[src/rtl/ysyx_23060075_mem_arbiter.sv]
// Round-robin arbiter sharing one memory port between IFU fetches and LSU accesses.
// One transaction in flight; the captured response is held until its owner takes it.
module ysyx_23060075_mem_arbiter #(
    parameter int ADDR_WIDTH = 32,
    parameter int DATA_WIDTH = 32,
    parameter int MASK_WIDTH = 4
) (
    input  logic                  clk,
    input  logic                  rst,

    input  logic                  ifu_req_valid,
    output logic                  ifu_req_ready,
    input  logic [ADDR_WIDTH-1:0] ifu_addr,
    output logic                  ifu_resp_valid,
    input  logic                  ifu_resp_ready,
    output logic [DATA_WIDTH-1:0] ifu_rdata,

    input  logic                  lsu_req_valid,
    output logic                  lsu_req_ready,
    input  logic [ADDR_WIDTH-1:0] lsu_addr,
    input  logic [DATA_WIDTH-1:0] lsu_wdata,
    input  logic [MASK_WIDTH-1:0] lsu_mask,
    input  logic                  lsu_wen,
    output logic                  lsu_resp_valid,
    input  logic                  lsu_resp_ready,
    output logic [DATA_WIDTH-1:0] lsu_rdata,

    output logic                  mem_req_valid,
    input  logic                  mem_req_ready,
    output logic [ADDR_WIDTH-1:0] mem_addr,
    output logic [DATA_WIDTH-1:0] mem_wdata,
    output logic [MASK_WIDTH-1:0] mem_mask,
    output logic                  mem_wen,
    input  logic                  mem_resp_valid,
    input  logic [DATA_WIDTH-1:0] mem_rdata
);

    typedef enum logic [1:0] {
        IDLE,
        REQ,
        WAIT,
        RESP
    } state_t;

    state_t                state;
    logic                  owner;
    logic                  last_grant;
    logic [ADDR_WIDTH-1:0] addr;
    logic [DATA_WIDTH-1:0] wdata;
    logic [MASK_WIDTH-1:0] mask;
    logic                  wen;
    logic [DATA_WIDTH-1:0] rdata;
    logic                  grant_ifu;
    logic                  grant_lsu;
    logic                  owner_ready;

    // owner/last_grant: 0 = IFU, 1 = LSU; a tie goes to whoever was not served last
    always_comb begin
        grant_ifu = 1'b0;
        grant_lsu = 1'b0;
        if (!rst && state == IDLE) begin
            if (ifu_req_valid && lsu_req_valid) begin
                grant_ifu = last_grant;
                grant_lsu = !last_grant;
            end else begin
                grant_ifu = ifu_req_valid;
                grant_lsu = lsu_req_valid;
            end
        end
    end

    assign owner_ready = owner ? lsu_resp_ready : ifu_resp_ready;

    always_ff @(posedge clk) begin
        if (rst) begin
            state      <= IDLE;
            owner      <= 1'b0;
            last_grant <= 1'b1;
            addr       <= '0;
            wdata      <= '0;
            mask       <= '0;
            wen        <= 1'b0;
            rdata      <= '0;
        end else begin
            unique case (state)
                IDLE: begin
                    if (grant_ifu) begin
                        addr  <= ifu_addr;
                        wdata <= '0;
                        mask  <= '1;
                        wen   <= 1'b0;
                        owner <= 1'b0;
                        state <= REQ;
                    end else if (grant_lsu) begin
                        addr  <= lsu_addr;
                        wdata <= lsu_wdata;
                        mask  <= lsu_mask;
                        wen   <= lsu_wen;
                        owner <= 1'b1;
                        state <= REQ;
                    end
                end
                REQ: begin
                    if (mem_req_ready) begin
                        state <= WAIT;
                    end
                end
                WAIT: begin
                    if (mem_resp_valid) begin
                        rdata <= mem_rdata;
                        state <= RESP;
                    end
                end
                RESP: begin
                    if (owner_ready) begin
                        last_grant <= owner;
                        state      <= IDLE;
                    end
                end
                default: state <= IDLE;
            endcase
        end
    end

    assign ifu_req_ready  = grant_ifu;
    assign lsu_req_ready  = grant_lsu;
    assign mem_req_valid  = !rst && state == REQ;
    assign ifu_resp_valid = !rst && state == RESP && !owner;
    assign lsu_resp_valid = !rst && state == RESP && owner;
    assign mem_addr       = addr;
    assign mem_wdata      = wdata;
    assign mem_mask       = mask;
    assign mem_wen        = wen;
    assign ifu_rdata      = rdata;
    assign lsu_rdata      = rdata;

endmodule

[config.mk]
export PLATFORM = sky130hd
export DESIGN_NAME = ysyx_23060075_mem_arbiter
export DESIGN_NICKNAME = d
export VERILOG_FILES = /design/src/rtl/ysyx_23060075_mem_arbiter.sv
export SDC_FILE = /design/constraint.sdc
export NUM_CORES = 1
export LEC_CHECK = 0
export CAP_MARGIN = 20
export CELL_PAD_IN_SITES_DETAIL_PLACEMENT = 0
export CELL_PAD_IN_SITES_GLOBAL_PLACEMENT = 1
export CORE_MARGIN = 3
export CORE_UTILIZATION = 27
export CTS_CLUSTER_DIAMETER = 100
export DETAILED_ROUTE_END_ITERATION = 8
export PLACE_DENSITY = 0.95
export SYNTH_ARGS = -nofsm -noshare
export SYNTH_HDL_FRONTEND = slang
export SYNTH_SLANG_ARGS = --single-unit
[constraint.sdc]
create_clock -name clk -period 2.66 [get_ports clk]
set_input_delay 0.532 -clock clk [delete_from_list [all_inputs] [get_ports clk]]
set_output_delay 0.532 -clock clk [all_outputs]
set_load 0.01 [all_outputs]
# After elaboration in Yosys (flattened, before gate mapping)
# Index checks and enable logic that the tools add are counted.
# totals
ff_bits	105
in_bits	141
word_cells	51
# classes
eq_ne	7
muxes	21
n_reduce_logical	15
# op_table
op	count
2-to-1 mux 32 bit	4
2-to-1 mux 2 bit	5
2-to-1 mux 1 bit	9
2-to-1 mux 4 bit	2
one-hot mux 2 bit (4 select lines)	1
logical AND 1 bit	6
!= test 2 bit, second input constant	3
AND reduction 2 bit	3
== test 2 bit, second input constant	2
AND reduction 4 bit	1
logical NOT 1 bit	3
!= test 3 bit, second input constant	1
== test 2 x 1 -> 1 bit, second input constant	1
logical NOT 2 bit	1
nonzero test 2 bit	1

# Depth between registers and ports, before layout
# Gate-level depths: netlist of the first run.
# logic_depth
word_depth	6
ltp_mapped	8
ltp_nobuf	7

# Least setup slack after synthesis of the first run
# No wires, ideal clock.
# synth_path
path_type	reg2out
startpoint	register state[0]
endpoint	output lsu_req_ready
arrival_time_ps	1280
t_required_ps	2128
setup_slack_ps	848
stages_incl_launch_ff	7
cell_sequence	dfxtp_1 > inv_1 > ha_1 > nor2b_4 > nand3_1 > clkinv_1 > buf_2
# synth_via
elab_chain_cells	3
# synth_lines
item	line_no	source
from (decl)	45	state_t state;
from (signal assigned)	76	state <= IDLE;
from (signal assigned)	93	state <= REQ;
from (signal assigned)	100	state <= REQ;
logical NOT 2 bit	61	if (!rst && state == IDLE) begin
logical AND 1 bit	61	
2-to-1 mux 1 bit	61	
to (decl)	19	output logic lsu_req_ready,
# Every way passes these cells.

# Final worst setup path of the first run
# layout_path
startpoint	register state[1]
endpoint	output lsu_req_ready
# Same word-level chain as after synthesis.

==> results of run 1 <==
## sequential cells by signal, indices dropped and copies added, names as in the netlist
register,flops
ifu_rdata,32
last_grant,1
mem_addr,32
mem_mask,4
mem_wdata,32
mem_wen,1
owner,1
state,2
## power by group through the flow
stage / registers (mW) / clock network [mW] / logic [mW]
finish: 1.98 / 1.25 / 1.90
global route: 2.02 / 1.36 / 2.06
CTS: 1.99 / 1.31 / 1.93
detailed placement: 2.02 / 0 / 1.92
global placement: 2.01 / 0 / 1.90
floorplan: 2.11 / 0 / 0.930
## layout by cell type, fill, tap and decap left out, types with 2 or more instances in the layout
cell type / count
clkdlybuf4s50_1: 276
dfxtp_1: 105
nor2_1: 76
nand2_1: 67
a21oi_1: 35
a22oi_1: 33
mux2i_1: 33
a211oi_1: 33
buf_4: 10
clkbuf_16: 9
nor3_1: 5
ha_1: 5
inv_1: 4
nor2b_4: 2
and2_1: 2
clkinvlp_4: 2
## metal layers
layer  global-route usage, %  share of wire (%)  up-vias
li1                        -                  -     2077
met1                    17.6                 41     1879
met2                    26.0                 48      175
met3                    6.39                8.9       16
met4                    5.72                2.0        0
met5                       0                  0        -
## through the flow
step / hold slack, ps / setup slack (ps)
2_1_floorplan: 493 / 848
3_3_place_gp: 456 / 242
3_5_place_dp: 463 / 228
4_1_cts: 465 / 47.3
5_1_grt: 483 / 4.67
6_report: 470 / 129
## worst max-delay path, stage by stage, from the launching register on
cell and delay (ps):
dfxtp_1 330, inv_1 130, ha_1 230, nor2b_4 210
nand3_1 140, clkinv_1 90, clkdlybuf4s50_1 530
## worst max-delay path by stage
stage,startpoint,endpoint,slack (ps)
after floorplan,state[0],lsu_req_ready,850
after global placement,lsu_req_valid,ifu_req_ready,240
after detailed placement,ifu_req_valid,ifu_req_ready,230
after CTS,state[1],ifu_req_ready,50
after global routing,state[1],lsu_req_ready,5
final,state[1],lsu_req_ready,130
## kinds of logic after synthesis
logic type / synth area share (%)
simple gates: 15.0
fa+ha+maj: 1.45
buf+inv: 10.9
mux: 7.65
flops: 48.7
compound gates: 16.3
## layout make-up
class / instances / share of cell area (%)
timing repair buffer: 288 / 39.4
inverter: 5 / 0.258
sequential: 105 / 28.8
clock buffer: 11 / 3.33
clock inverter: 4 / 0.395
antenna: 1 / 0.0343
tap: 211 / 3.62
multi-input combinational: 303 / 24.1
==> summary.md, run 1 <==
| Metric | Value |
|---|---|
| Placed wire-length estimate | 10.4 mm |
| DIE HEIGHT | 132 um |
| Setup CP Type | reg2out |
| Finished Layout Cells | 928 |
| Crit path launch type | register |
| Syn Inst Count | 482 |
| Worst R2R Setup Slack | 520 ps |
| Placed Cells | 912 |
| Post-layout minimum cycle time | 2530 ps |
| Routed vias | 4,147 |
| Grt ovf | 0 |
| Syn nets | 628 |
| Hold_buf cts | 0 |
| Max-slew violation count | 0 |
| Wire length per cell | 15.0 um |
| Max Clock Freq | 0.395 GHz |
| Core area | 15,400 um^2 |
| Post-DP Area | 7010 um^2 |
| Port bufs | 278 |
| WP data required | 2130 ps |
| Relative slew slack | 61.5% |
| Top-count cell post-synth | dfxtp_1 |
| Post-layout util | 47.2% |
| Hold depth | 2 |
| Total wire length | 13.9 mm |
| Rows | 45 |
| Yosys warnings | 0 |
| H-tree Lvls | 3 |
| Post-CTS setup buffer count | 0 |
| RSZ-0062 raised after global routing | no |
| Register area | 2100 um^2 |
| R2R depth | 7 |
| Synth cell types | 31 |
| Crit Path Max Fanout | 4 |
| Layout net count | 858 |
| Fraction of registers with async set/reset | 0% |
| Die area | 17,500 um^2 |
| Vias/cell | 4.47 |
| Final GP Congestion | 0.741 |
| CTS root buf | clkbuf_16 |
| Detailed-route DRC error count | 0 |
| First-pass GRT wire length | 21.8 mm |
| Pin slew with the least headroom to its limit | 577 ps |
| PwrDens | 704 nW/um^2 |
| Synth Flop Type | dfxtp_1 |
| P&R area growth vs syn | 68.8% |
| Clk_lat worst skew | 340 ps |
| Max Buffers Root-to-Sink | 2 |
| Pin count of the biggest net entering global routing | 60 |
| Layout Skew | 6.32 ps |
| HP Start | ifu_rdata[9] |
| Class of the worst hold path | reg2reg |
| Num CTS Buffers | 9 |
| First-pass iteration count of the detailed router | 4 |
| FILL cells | 1,522 |
| Cell-internal power | 3.51 mW |
| Antenna-violating nets left | 0 |
| Net Sw Frac | 31.6% |
| Post-CTS Resized | 0 |
| Die Span X | 132 um |
| Synth Cell Area | 4320 um^2 |
| CTS tree | done |
| Arrival time worst endpoint | 2000 ps |
| Final Hold Viols | 0 |
| Register clock-pin slew on the reported worst setup and hold paths | 70 ps |
| Starting Density | 28.0% |
| Finished Cell Area | 7290 um^2 |
| Initial antenna violation count | 0 |
| Area contributors post-synth | dfxtp_1 (49%), mux2i_1 (7.6%), nor2_1 (6.6%), nand2_1 (5.8%), a211oi_1 (5.7%) |
| Top post-synthesis cells by count | dfxtp_1 (105), nor2_1 (76), nand2_1 (67) |
| Max VDD drop | 0.517 mV |
| Leakage power | 2.56 nW |
| Register area share after synthesis | 48.7% |
| Max-cap violations | 0 |
| Net Switching | 1.62 mW |
| Hold Path Sink | ifu_rdata[9] |
| Crit. End Element | output port |
| Share of post-route cells with drive strength above 1 | 4.05% |
| Vias in the first global route | 4,130 |
| Area of the multi-input gates | 1760 um^2 |
| Share of power burned in registers | 38.7% |
| Total power | 5.13 mW |
| Total Routing Usage GR | 15.4% |
| CTS Sinks | 105 |
| Yosys top cell area share | 48.7% |
| Number of synthesized register bits | 105 |
| Post-synth top area cell | dfxtp_1 |
| Clock Power Share | 24.3% |
| Reg-to-Reg Start | state[1] |
| Post-synth EDFFs | 0 |
| Combinational Power Share | 37.0% |
| 1st-iter DRT viols | 156 |
| Final period util | 95.1% |
| Syn avg cell area | 8.96 um^2 |
| Final setup viols | 0 |
| Worst r2r dst | mem_addr[30] |
| Setup_tns | 0 ps |
| Status | finished clean |
| I/O pins | 279 |
Note: power is estimated with default switching activity, not from simulation.
==> inputs of run 2 (changes only) <==
GPL_ROUTABILITY_DRIVEN = 0   (was not set)
MAX_ROUTING_LAYER = met4   (was not set)
==> summary.md, run 2 (synthesis results as in run 1) <==
| Metric | Value |
|---|---|
| Status | finished clean |
| Total Routing Usage GR | 15.9% |
| 1st-iter DRT viols | 167 |
| H-tree Lvls | 3 |
| Hold_buf cts | 0 |
| Max VDD drop | 0.517 mV |
| Arrival time worst endpoint | 1990 ps |
| Die Span X | 132 um |
| Crit-path cells | inv_1 > ha_1 > nor2b_4 > nand3_1 > clkinv_1 > clkdlybuf4s50_1 |
| Net Sw Frac | 31.6% |
| Commonest non-fill, non-tap cell in the layout | clkdlybuf4s50_1 |
| I/O pins | 279 |
| RSZ-0062 raised after global routing | no |
| DIE HEIGHT | 132 um |
| Vias in the first global route | 4,141 |
| WP data required | 2130 ps |
| First-pass iteration count of the detailed router | 4 |
| Detailed-route DRC error count | 0 |
| Total wire length | 13.9 mm |
| Vias/cell | 4.49 |
| Share of power burned in registers | 38.7% |
| Starting Density | 28.0% |
| Layout net count | 858 |
| R2R depth | 7 |
| Crit. End Element | output port |
| Setup CP Type | reg2out |
| Hold depth | 2 |
| Rows | 45 |
| Share of post-route cells with drive strength above 1 | 4.05% |
| Port bufs | 278 |
| P&R area growth vs syn | 68.8% |
| Post-layout util | 47.2% |
| Max Buffers Root-to-Sink | 2 |
| Cell-internal power | 3.51 mW |
| Crit path launch type | register |
| Combinational Power Share | 37.0% |
| Core area | 15,400 um^2 |
| CP max stage delay | 530 ps |
| FILL cells | 1,522 |
| First-pass GRT wire length | 21.8 mm |
| Slowest cell on crit path | clkdlybuf4s50_1 |
| Leakage power | 2.56 nW |
| Routed vias | 4,168 |
| Finished Cell Area | 7290 um^2 |
| PwrDens | 704 nW/um^2 |
| Post-DP Area | 7010 um^2 |
| Pin slew with the least headroom to its limit | 575 ps |
| Pin count of the biggest net entering global routing | 60 |
| CTS tree | done |
| Setup_tns | 0 ps |
| Max-cap violations | 0 |
| Placed wire-length estimate | 10.4 mm |
| Initial antenna violation count | 0 |
| Post-CTS setup buffer count | 0 |
| Clk_lat worst skew | 340 ps |
| Net Switching | 1.62 mW |
| Final Hold Viols | 0 |
| Most frequent cells in the layout | clkdlybuf4s50_1 (276), dfxtp_1 (105), nor2_1 (76) |
| Post-layout minimum cycle time | 2530 ps |
| Num CTS Buffers | 9 |
| Antenna-violating nets left | 0 |
| Clock Power Share | 24.3% |
| Post-CTS Resized | 0 |
| Wire length per cell | 15.0 um |
| Final period util | 95.0% |
| Class of the worst hold path | reg2reg |
| Max-slew violation count | 0 |
| Layout Skew | 6.49 ps |
| CTS root buf | clkbuf_16 |
| Register clock-pin slew on the reported worst setup and hold paths | 70 ps |
| CTS Sinks | 105 |
| Die area | 17,500 um^2 |
| Crit Path Max Fanout | 4 |
| Final setup viols | 0 |
| Relative slew slack | 61.7% |
| Grt ovf | 0 |
| Max Clock Freq | 0.396 GHz |
## run 2: cell counts in the layout (fill, tap and decap cells not counted)
No cell type changed its count.
## run 2: final cells by class
type	count	area [um^2]	share of cell area, %
clock inverter	4	28.8	0.395
clock buffer	11	243	3.33
antenna	1	2.50	0.0343
multi-input combinational	303	1760	24.1
timing repair buffer	288	2870	39.4
inverter	5	18.8	0.258
tap	211	264	3.62
sequential	105	2100	28.8
## run 2: through the flow
stage | hold WS, ps | setup slack (ps) | std cells | power (mW)
final | 470 | 134 | 928 | 5.13
after global routing | 483 | 5.42 | 927 | 5.44
after CTS | 465 | 47.3 | 927 | 5.22
after detailed placement | 463 | 228 | 912 | 3.94
after global placement | 456 | 242 | 912 | 3.91
after floorplan | 493 | 848 | 482 | 3.04
## run 2: path summary, 6_finish.rpt
check	slack, ps	startpoint	endpoint
setup reg to reg	530	state[1]	mem_addr[30]
setup / recovery	130	state[1]	lsu_req_ready
hold reg to reg	470	ifu_rdata[9]	ifu_rdata[9]
hold / removal	470	ifu_rdata[9]	ifu_rdata[9]
## run 2: power groups by stage
stage / combinational (mW) / clock (mW) / sequential, mW
after CTS: 1.93 / 1.31 / 1.99
final: 1.90 / 1.25 / 1.98
after global placement: 1.90 / 0 / 2.01
after detailed placement: 1.92 / 0 / 2.02
after global routing: 2.06 / 1.36 / 2.02
after floorplan: 0.930 / 0 / 2.11
## run 2: routing by layer
metal | share of wire, % | global-route usage (%)
met1 | 42 | 18.4
met3 | 7.4 | 5.10
met2 | 48 | 26.0
met5 | 0 | -
met4 | 2.0 | 5.72
## run 2: worst max-delay path: cells and delay by family, from the launching register on
| family | cells | cell delay [ps] |
|---|---|---|
| flops | 1 | 330 |
| buf+inv | 3 | 750 |
| fa+ha+maj | 1 | 230 |
| simple gates | 2 | 350 |
==> inputs of run 3 (changes only) <==
CAP_MARGIN = not set   (was 20)
SLEW_MARGIN = 30   (was not set)
==> results of run 3 <==
Final layout, timing and power as in run 2 (identical DEF).
